### src/rtl/lsu_bus_if.sv
// Signal bundle between the EX stage, the load/store unit and data memory.
// The slave modport is the LSU's view; master is the EX stage plus memory side.
interface lsu_bus_if;
  logic        valid_i;
  logic        is_load_i;
  logic        is_store_i;
  logic [31:0] addr_i;
  logic [31:0] wdata_i;
  logic [1:0]  access_size_i;
  logic        unsigned_load_i;

  logic        ready_o;
  logic        done_o;
  logic        align_err_o;
  logic        is_load_o;
  logic        unsigned_load_o;
  logic [1:0]  byte_lane_o;
  logic [1:0]  access_size_o;
  logic [31:0] rdata_o;

  logic        dmem_req_o;
  logic        dmem_we_o;
  logic [31:0] dmem_addr_o;
  logic [3:0]  dmem_be_o;
  logic [31:0] dmem_wdata_o;
  logic        dmem_gnt_i;
  logic        dmem_rvalid_i;
  logic [31:0] dmem_rdata_i;

  modport slave (
    input  valid_i, is_load_i, is_store_i, addr_i, wdata_i, access_size_i,
           unsigned_load_i, dmem_gnt_i, dmem_rvalid_i, dmem_rdata_i,
    output ready_o, done_o, align_err_o, is_load_o, unsigned_load_o,
           byte_lane_o, access_size_o, rdata_o,
           dmem_req_o, dmem_we_o, dmem_addr_o, dmem_be_o, dmem_wdata_o
  );

  modport master (
    output valid_i, is_load_i, is_store_i, addr_i, wdata_i, access_size_i,
           unsigned_load_i, dmem_gnt_i, dmem_rvalid_i, dmem_rdata_i,
    input  ready_o, done_o, align_err_o, is_load_o, unsigned_load_o,
           byte_lane_o, access_size_o, rdata_o,
           dmem_req_o, dmem_we_o, dmem_addr_o, dmem_be_o, dmem_wdata_o
  );
endinterface

### src/rtl/lsu_bus.sv
// Load/store unit bus adapter: one outstanding op, alignment check,
// byte-enable/data lane steering and a req/gnt/rvalid memory handshake.
module lsu_bus (
  input logic     clk_i,
  input logic     rst_i,
  lsu_bus_if.slave bus
);

  typedef enum logic [1:0] {
    IDLE = 2'b00,
    REQ  = 2'b01,
    RESP = 2'b10,
    ERR  = 2'b11
  } state_t;

  state_t      state_q;
  state_t      state_d;
  logic        accept;
  logic        misaligned;
  logic        ready;
  logic        req;
  logic [3:0]  be_d;
  logic [31:0] wdata_d;

  logic        done_q;
  logic        align_err_q;
  logic        is_load_q;
  logic        unsigned_load_q;
  logic [1:0]  byte_lane_q;
  logic [1:0]  access_size_q;
  logic [31:0] rdata_q;
  logic        we_q;
  logic [31:0] daddr_q;
  logic [3:0]  be_q;
  logic [31:0] dwdata_q;

  always_comb begin
    misaligned = 1'b0;
    unique case (bus.access_size_i)
      2'b00:   misaligned = 1'b0;
      2'b01:   misaligned = bus.addr_i[0];
      2'b10:   misaligned = |bus.addr_i[1:0];
      default: misaligned = 1'b1;
    endcase
  end

  always_comb begin
    be_d    = 4'b1111;
    wdata_d = bus.wdata_i;
    unique case (bus.access_size_i)
      2'b00: begin
        be_d    = 4'b0001 << bus.addr_i[1:0];
        wdata_d = {4{bus.wdata_i[7:0]}};
      end
      2'b01: begin
        be_d    = 4'b0011 << bus.addr_i[1:0];
        wdata_d = {2{bus.wdata_i[15:0]}};
      end
      default: begin
        be_d    = 4'b1111;
        wdata_d = bus.wdata_i;
      end
    endcase
  end

  always_comb begin
    state_d = state_q;
    accept  = 1'b0;
    ready   = 1'b0;
    req     = 1'b0;
    unique case (state_q)
      IDLE: begin
        ready = 1'b1;
        if (bus.valid_i && (bus.is_load_i || bus.is_store_i)) begin
          accept  = 1'b1;
          state_d = misaligned ? ERR : REQ;
        end
      end
      REQ: begin
        req = 1'b1;
        if (bus.dmem_gnt_i) state_d = RESP;
      end
      RESP: begin
        if (bus.dmem_rvalid_i) state_d = IDLE;
      end
      ERR: state_d = IDLE;
      default: state_d = IDLE;
    endcase
  end

  always_ff @(posedge clk_i or posedge rst_i) begin
    if (rst_i) begin
      state_q <= IDLE;
    end else begin
      state_q <= state_d;
    end
  end

  always_ff @(posedge clk_i or posedge rst_i) begin
    if (rst_i) begin
      done_q          <= 1'b0;
      align_err_q     <= 1'b0;
      is_load_q       <= 1'b0;
      unsigned_load_q <= 1'b0;
      byte_lane_q     <= '0;
      access_size_q   <= '0;
      rdata_q         <= '0;
      we_q            <= 1'b0;
      daddr_q         <= '0;
      be_q            <= '0;
      dwdata_q        <= '0;
    end else begin
      done_q <= (state_q == ERR) || ((state_q == RESP) && bus.dmem_rvalid_i);
      if (accept) begin
        align_err_q     <= misaligned;
        is_load_q       <= bus.is_load_i;
        unsigned_load_q <= bus.unsigned_load_i;
        byte_lane_q     <= bus.addr_i[1:0];
        access_size_q   <= bus.access_size_i;
        // Misaligned ops never reach the bus, so its outputs keep the last request.
        if (!misaligned) begin
          we_q     <= bus.is_store_i;
          daddr_q  <= {bus.addr_i[31:2], 2'b00};
          be_q     <= be_d;
          dwdata_q <= wdata_d;
        end
      end
      if ((state_q == RESP) && bus.dmem_rvalid_i && is_load_q) begin
        rdata_q <= bus.dmem_rdata_i;
      end
    end
  end

  assign bus.ready_o         = ready;
  assign bus.dmem_req_o      = req;
  assign bus.done_o          = done_q;
  assign bus.align_err_o     = align_err_q;
  assign bus.is_load_o       = is_load_q;
  assign bus.unsigned_load_o = unsigned_load_q;
  assign bus.byte_lane_o     = byte_lane_q;
  assign bus.access_size_o   = access_size_q;
  assign bus.rdata_o         = rdata_q;
  assign bus.dmem_we_o       = we_q;
  assign bus.dmem_addr_o     = daddr_q;
  assign bus.dmem_be_o       = be_q;
  assign bus.dmem_wdata_o    = dwdata_q;

endmodule

### src/flat_wrapper.sv
// flat-port wrapper written by rule: the top's interface ports become plain ports
module lsu_bus_flat 
  (clk_i, rst_i, bus_valid_i, bus_is_load_i, bus_is_store_i, bus_addr_i, bus_wdata_i, bus_access_size_i, bus_unsigned_load_i, bus_dmem_gnt_i, bus_dmem_rvalid_i, bus_dmem_rdata_i, bus_ready_o, bus_done_o, bus_align_err_o, bus_is_load_o, bus_unsigned_load_o, bus_byte_lane_o, bus_access_size_o, bus_rdata_o, bus_dmem_req_o, bus_dmem_we_o, bus_dmem_addr_o, bus_dmem_be_o, bus_dmem_wdata_o);
  lsu_bus_if bus_i ();
  input logic clk_i;
  input logic rst_i;
  input wire logic [$bits(bus_i.valid_i)-1:0] bus_valid_i;
  input wire logic [$bits(bus_i.is_load_i)-1:0] bus_is_load_i;
  input wire logic [$bits(bus_i.is_store_i)-1:0] bus_is_store_i;
  input wire logic [$bits(bus_i.addr_i)-1:0] bus_addr_i;
  input wire logic [$bits(bus_i.wdata_i)-1:0] bus_wdata_i;
  input wire logic [$bits(bus_i.access_size_i)-1:0] bus_access_size_i;
  input wire logic [$bits(bus_i.unsigned_load_i)-1:0] bus_unsigned_load_i;
  input wire logic [$bits(bus_i.dmem_gnt_i)-1:0] bus_dmem_gnt_i;
  input wire logic [$bits(bus_i.dmem_rvalid_i)-1:0] bus_dmem_rvalid_i;
  input wire logic [$bits(bus_i.dmem_rdata_i)-1:0] bus_dmem_rdata_i;
  output wire logic [$bits(bus_i.ready_o)-1:0] bus_ready_o;
  output wire logic [$bits(bus_i.done_o)-1:0] bus_done_o;
  output wire logic [$bits(bus_i.align_err_o)-1:0] bus_align_err_o;
  output wire logic [$bits(bus_i.is_load_o)-1:0] bus_is_load_o;
  output wire logic [$bits(bus_i.unsigned_load_o)-1:0] bus_unsigned_load_o;
  output wire logic [$bits(bus_i.byte_lane_o)-1:0] bus_byte_lane_o;
  output wire logic [$bits(bus_i.access_size_o)-1:0] bus_access_size_o;
  output wire logic [$bits(bus_i.rdata_o)-1:0] bus_rdata_o;
  output wire logic [$bits(bus_i.dmem_req_o)-1:0] bus_dmem_req_o;
  output wire logic [$bits(bus_i.dmem_we_o)-1:0] bus_dmem_we_o;
  output wire logic [$bits(bus_i.dmem_addr_o)-1:0] bus_dmem_addr_o;
  output wire logic [$bits(bus_i.dmem_be_o)-1:0] bus_dmem_be_o;
  output wire logic [$bits(bus_i.dmem_wdata_o)-1:0] bus_dmem_wdata_o;
  assign bus_i.valid_i = bus_valid_i;
  assign bus_i.is_load_i = bus_is_load_i;
  assign bus_i.is_store_i = bus_is_store_i;
  assign bus_i.addr_i = bus_addr_i;
  assign bus_i.wdata_i = bus_wdata_i;
  assign bus_i.access_size_i = bus_access_size_i;
  assign bus_i.unsigned_load_i = bus_unsigned_load_i;
  assign bus_i.dmem_gnt_i = bus_dmem_gnt_i;
  assign bus_i.dmem_rvalid_i = bus_dmem_rvalid_i;
  assign bus_i.dmem_rdata_i = bus_dmem_rdata_i;
  assign bus_ready_o = bus_i.ready_o;
  assign bus_done_o = bus_i.done_o;
  assign bus_align_err_o = bus_i.align_err_o;
  assign bus_is_load_o = bus_i.is_load_o;
  assign bus_unsigned_load_o = bus_i.unsigned_load_o;
  assign bus_byte_lane_o = bus_i.byte_lane_o;
  assign bus_access_size_o = bus_i.access_size_o;
  assign bus_rdata_o = bus_i.rdata_o;
  assign bus_dmem_req_o = bus_i.dmem_req_o;
  assign bus_dmem_we_o = bus_i.dmem_we_o;
  assign bus_dmem_addr_o = bus_i.dmem_addr_o;
  assign bus_dmem_be_o = bus_i.dmem_be_o;
  assign bus_dmem_wdata_o = bus_i.dmem_wdata_o;
  lsu_bus u_core (.clk_i(clk_i), .rst_i(rst_i), .bus(bus_i));
endmodule
### config.mk
export PLATFORM = sky130hd
export DESIGN_NAME = lsu_bus_flat
export DESIGN_NICKNAME = d
export VERILOG_FILES = /design/src/rtl/lsu_bus_if.sv /design/src/rtl/lsu_bus.sv /design/src/flat_wrapper.sv
export SDC_FILE = /design/constraint.sdc
export NUM_CORES = 1
export LEC_CHECK = 0
export CAP_MARGIN = 25
export CORE_MARGIN = 3
export CORE_UTILIZATION = 45
export DETAILED_ROUTE_END_ITERATION = 8
export GPL_TIMING_DRIVEN = 0
export PLACE_DENSITY = 0.87
export REMOVE_ABC_BUFFERS = 1
export SETUP_SLACK_MARGIN = 0.15
export SYNTH_ARGS = -nofsm -noshare
export SYNTH_HDL_FRONTEND = slang
export SYNTH_SLANG_ARGS = --single-unit
### constraint.sdc
create_clock -name clk_i -period 8.54 [get_ports clk_i]
set_input_delay 1.708 -clock clk_i [delete_from_list [all_inputs] [get_ports clk_i]]
set_output_delay 1.708 -clock clk_i [all_outputs]
set_load 0.02 [all_outputs]
Word level (Yosys, flattened, before mapping)
Index checks and enable logic that the tools add are counted.

Register bits after elaboration: 109. Latch bits: 0. Bits in writable memories: 0. ROM bits: 0. Input bits: 106. Output and inout port bits: 111. Logic and storage cells: 45. Memories kept: 0.

Add/sub/neg operators: 0. $mul: 0. Divide/modulo/power cells: 0. Order comparisons: 0. Equality and inequality tests: 8. Shifts and indexed selects: 2. Muxes and demuxes: 12. Bitwise operators: 1. Reduce and logical (&&, ||, !) cells: 10.

Operator list (count): $pmux W32 S2 (1); $mux W2 (4); $pmux W2 S4 (1); $pmux W4 S2 (1); $eq A2 B2 Y1 const B (3); $eq A2 B1 Y1 const B (2); $logic_not A2 Y1 (2); $mux W1 (4); $ne A2 B2 Y1 const B (2); $shl A1 B2 Y4 const A (1); $shl A2 B2 Y4 const A (1); $logic_and A1 B1 Y1 (3); $pmux W1 S3 (1); $reduce_and A3 Y1 (1); $logic_or A1 B1 Y1 (2); $ne A2 B1 Y1 const B (1); $reduce_and A2 Y1 (1); $reduce_or A2 Y1 (1); $not A1 Y1 (1).

Longest topological paths before layout
Word-level depth: 5. Gate-level depth with buffers: 5. Mapped depth without buffers: 3.

Worst setup path after synthesis
Ideal clock, no wire load.

Kind: input -> register. From: input port bus_access_size_i[1]. To: register u_core.dwdata_q[10] (netlist: u_core.bus.dmem_wdata_o[10]). Setup time: 125 ps. Data arrival time: 2890 ps. Data required time: 8415 ps. Slack: 5526 ps. Cell stages on the path: 4. Path buffers: 1. Path through: buf_2 > nor2_1 > mux2_2 > mux2_2.

Longest elaborated chain between the ends: 4. Elaborated cells between the ends (all ways): 7. Those cells by class: 2 x eq/ne; 2 x mux; 1 x bitwise; 2 x reduce/logical.

RTL lines: from (decl) (RTL line flat_wrapper.sv:12) `input wire logic [$bits(bus_i.access_size_i)-1:0] bus_access_size_i;`; $eq A2 B2 Y1, or another cell as far along (RTL line lsu_bus.sv:39) `unique case (bus.access_size_i)`; $pmux W1 S3 (RTL line lsu_bus.sv:39); $not A1 Y1 (no source line); $reduce_and A2 Y1 (no source line); to (signal assigned) (RTL line lsu_bus.sv:125) `dwdata_q <= wdata_d;`; to (decl) (RTL line lsu_bus.sv:35) `logic [31:0] dwdata_q;`.

Several ways; a longest one is shown, not always the timed one. A chain may end at the register's enable or synchronous reset.

Worst setup path in the final report
From: input port bus_access_size_i[0]. To: register u_core.daddr_q[2] (netlist: u_core.bus.dmem_addr_o[2]).

Longest elaborated chain between the ends: 4. Elaborated cells between the ends (all ways): 6. Those cells by class: 2 x eq/ne; 1 x mux; 1 x bitwise; 2 x reduce/logical.

RTL lines: $eq A2 B2 Y1, or another cell as far along (RTL line lsu_bus.sv:39); $pmux W1 S3 * (RTL line lsu_bus.sv:39); $not A1 Y1 (no source line) *; $reduce_and A2 Y1 (no source line) *; to (signal assigned) (RTL line lsu_bus.sv:123) `daddr_q <= {bus.addr_i[31:2], 2'b00};`; to (decl) (RTL line lsu_bus.sv:33) `logic [31:0] daddr_q;`.

Every way passes the cells marked *; elsewhere a longest branch is shown, timed or not.

==> results by group <==
Cells and area
  • Share of final-layout standard cells stronger than drive strength 1: 27.3%
  • Area Overhead vs Synth: 54.5%
  • Final nets: 628
  • ANT cells: 0
  • Number of non-filler instances in the completed layout: 660
  • Fillers: 662

STA
  • Slew headroom: 37.5%
  • Min Hold Slack: 0.511 ns
  • Measured slew at the worst slew-check pin: 0.935 ns
  • Unrepaired setup endpoints after global routing: no
  • Achievable frequency: 237 MHz
  • Number of setup violations in the final report: 0
  • Final clock period utilization by the worst path: 49.5%
  • Setup slack after layout: 4.31 ns
  • Shortest clock period the worst path allows after layout: 4.23 ns
  • Pins over their slew limit: 0
  • Setup TNS: 0 ns
  • Final-report hold violation count: 0
  • Setup clock skew after layout: 0.00553 ns

CTS
  • Clk Latency, worst-skew pair: 0.37 ns
  • Sink Count: 109
  • Cell chosen for the clock root: sky130_fd_sc_hd__clkbuf_8
  • Max Buffers Root-to-Sink: 2
  • Clock transition at the registers of the reported paths: 0.10 ns
  • Number of buffers created by CTS: 9
  • Post-CTS Hold Buffers: 0
  • TritonCTS clock tree: done
  • Number of setup buffers added after CTS: 0
  • Post-CTS sizing: 0
  • Number of H-tree levels: 3

Placed design
  • Placed wire-length estimate after detailed placement: 8950 um
  • Weighted congestion at the end of routability-driven global placement: 0.725
  • Number of placed instances with taps included: 644
  • Port Buffers: 214
  • Minimum setup slack after placement: 3.90 ns

Die
  • Core area: 9910 sq um
  • Die footprint: 11600 sq um
  • Ports: 217
  • Row count: 36
  • Die Y-Extent: 108 um
  • Die width: 108 um
  • Starting density of the core: 46.9%

Synthesis
  • Netlist cell types: 29
  • Number of warning messages in the yosys log: 0
  • Area share of the largest cell type after synthesis: 58.7%
  • Flip-flop and latch count after synthesis: 109
  • Synth Flop Type: sky130_fd_sc_hd__dfrtp_1
  • Post-synthesis cell type with the largest combined area: sky130_fd_sc_hd__dfrtp_1
  • Count of flip-flops with a built-in enable after synthesis: 0
  • Synthesized area per cell: 15.0 sq um
  • Main area contributors after synthesis: sky130_fd_sc_hd__dfrtp_1 (59%), sky130_fd_sc_hd__mux2_2 (25%), sky130_fd_sc_hd__mux2_4 (3.2%), sky130_fd_sc_hd__mux2i_1 (1.9%), sky130_fd_sc_hd__o21ai_0 (1.5%)
  • Proportion of synthesized chip area in sequential cells: 58.7%
  • Post-synthesis cell area: 4640 sq um
  • Number of instances in the synthesized netlist: 309
  • Async set-reset flop share out of synthesis: 100%

Hold path
  • Count of cells along the worst hold path: 1
  • Worst min-delay path category: flop to flop

Drt
  • First DRT Iteration DRCs: 129
  • DRT Pass-1 Iters: 6
  • Vias: 3326
  • Total wire length after detailed routing: 11900 um
  • Wire length per cell: 18.1 um
  • Vias/cell: 5.04
  • Number of remaining DRC errors: 0
  • Detail Route Antenna Nets: 0

Global route
  • Number of antenna violations at the first check in global routing: 0
  • Overall global routing resource usage: 20.6%
  • Maximum number of pins on one net before global-route repair: 61
  • First-pass GRT wire length: 18500 um
  • Overflow left after global routing: 0
  • Vias in the first global route: 3595

Worst setup path
  • Data arrival time of the critical path: 4.48 ns
  • Count of cells along the worst register-to-register path: 5
  • Critical Path End Type: flop
  • Kind of launch point of the worst setup path: primary input
  • Worst reg-to-reg setup slack: 6.43 ns
  • Kind of critical path: primary input to flop
  • Largest fanout of any net on the critical path: 23
  • Required time of the critical path: 8.80 ns

Power
  • VDD IR max: 0.210 mV
  • Static leakage: 0.00305 uW
  • Power density normalized to cell area: 359 nW/um^2

Status
  • Run status: finished, final reports clean

Run
  • Number of maximum-capacitance constraint violations: 0
[logic make-up after synthesis]
group | count (synthesis) | share of synthesized area (%)
muxes | 127 | 31.4
and+or+nand+nor | 21 | 2.61
buffers and inverters | 24 | 3.29
xor gates and xnor gates | 1 | 0.189
other | 1 | 0.0808
AOI/OAI and AO/OA | 26 | 3.72
DFF | 109 | 58.7
[registers in the layout (all words and copies together), names as in the netlist]
signal / flops
u_core.bus.byte_lane_o: 2
u_core.bus.dmem_addr_o: 30
u_core.bus.is_load_o: 1
u_core.bus.dmem_be_o: 4
u_core.bus.dmem_we_o: 1
u_core.state_q: 2
u_core.bus.access_size_o: 2
u_core.bus.dmem_wdata_o: 32
u_core.bus.done_o: 1
u_core.bus.align_err_o: 1
u_core.bus.rdata_o: 32
u_core.bus.unsigned_load_o: 1
[through the flow]
step / total power, uW / instance area [sq um] / utilization (%)
finish: 2580 / 7170 / 72.4
global route: 2700 / 7170 / 72.4
CTS: 2600 / 7170 / 72.4
detailed placement: 2260 / 6950 / 70.2
global placement: 2200 / 6820 / 68.8
floorplan: 1570 / 4510 / -
[final timing paths]
path / from / endpoint
worst min-delay path: u_core.bus.dmem_addr_o[23] / u_core.bus.dmem_addr_o[23]
worst max register to register: u_core.state_q[1] / u_core.bus.dmem_addr_o[2]
min in group asynchronous: rst_i / u_core.bus.dmem_addr_o[10]
worst min register to register: u_core.bus.dmem_addr_o[23] / u_core.bus.dmem_addr_o[23]
max in group asynchronous: rst_i / u_core.bus.dmem_wdata_o[19]
worst max-delay path: bus_access_size_i[0] / u_core.bus.dmem_addr_o[2]
[worst max-delay path, stage by stage]
cell and delay [ns]:
sky130_fd_sc_hd__clkdlybuf4s50_1 1.08, sky130_fd_sc_hd__nor3_4 0.16, sky130_fd_sc_hd__o211ai_4 0.70, sky130_fd_sc_hd__buf_16 0.25, sky130_fd_sc_hd__buf_12 0.20, sky130_fd_sc_hd__mux2_1 0.36
[power by group]
group | switching, uW | total, uW | internal [uW]
logic | 602 | 1330 | 725
clock network | 176 | 337 | 161
registers | 139 | 912 | 772
total | 917 | 2580 | 1660
[cells in the mapped netlist, drive strengths merged, types with 2 or more instances]
library cell and number:
mux2 118, dfrtp 109, buf 16, o21ai 14, nand2 10, mux2i 9
inv 5, a31oi 3, clkbuf 3, nor2 3, o221ai 3, a21oi 2
nand3 2, or2 2
[final cells by class]
class / instances / area [sq um] / area share (%)
clock buffers: 12 / 165 / 2.30
clock inverters: 4 / 55.1 / 0.767
inverters: 5 / 21.3 / 0.297
multi-input cells: 177 / 1770 / 24.6
flip-flops and latches: 109 / 2730 / 38.0
well taps: 133 / 166 / 2.32
repair buffers: 220 / 2270 / 31.7
[metal layers]
| layer | vias to the layer above | track usage [%] | part of all wire [%] |
|---|---|---|---|
| met5 | - | 0 | 0 |
| met1 | 1610 | 22.8 | 38 |
| li1 | 1522 | - | - |
| met2 | 168 | 36.0 | 50 |
| met4 | 0 | 6.94 | 2.1 |
| met3 | 26 | 8.22 | 10 |
[cell usage in the layout, fill, tap and decap left out, drive strengths merged, types with 2 or more instances in the layout]
cell type and count:
clkdlybuf4s50 214, mux2 118, dfrtp 109, o21ai 14, clkbuf 12, nand2 10
mux2i 9, buf 6, inv 5, nor2 3, a31oi 3, o221ai 3
or2 2, nand3 2, conb 2, clkinv 2, a21oi 2
Note: power is estimated with default switching activity, not from simulation.
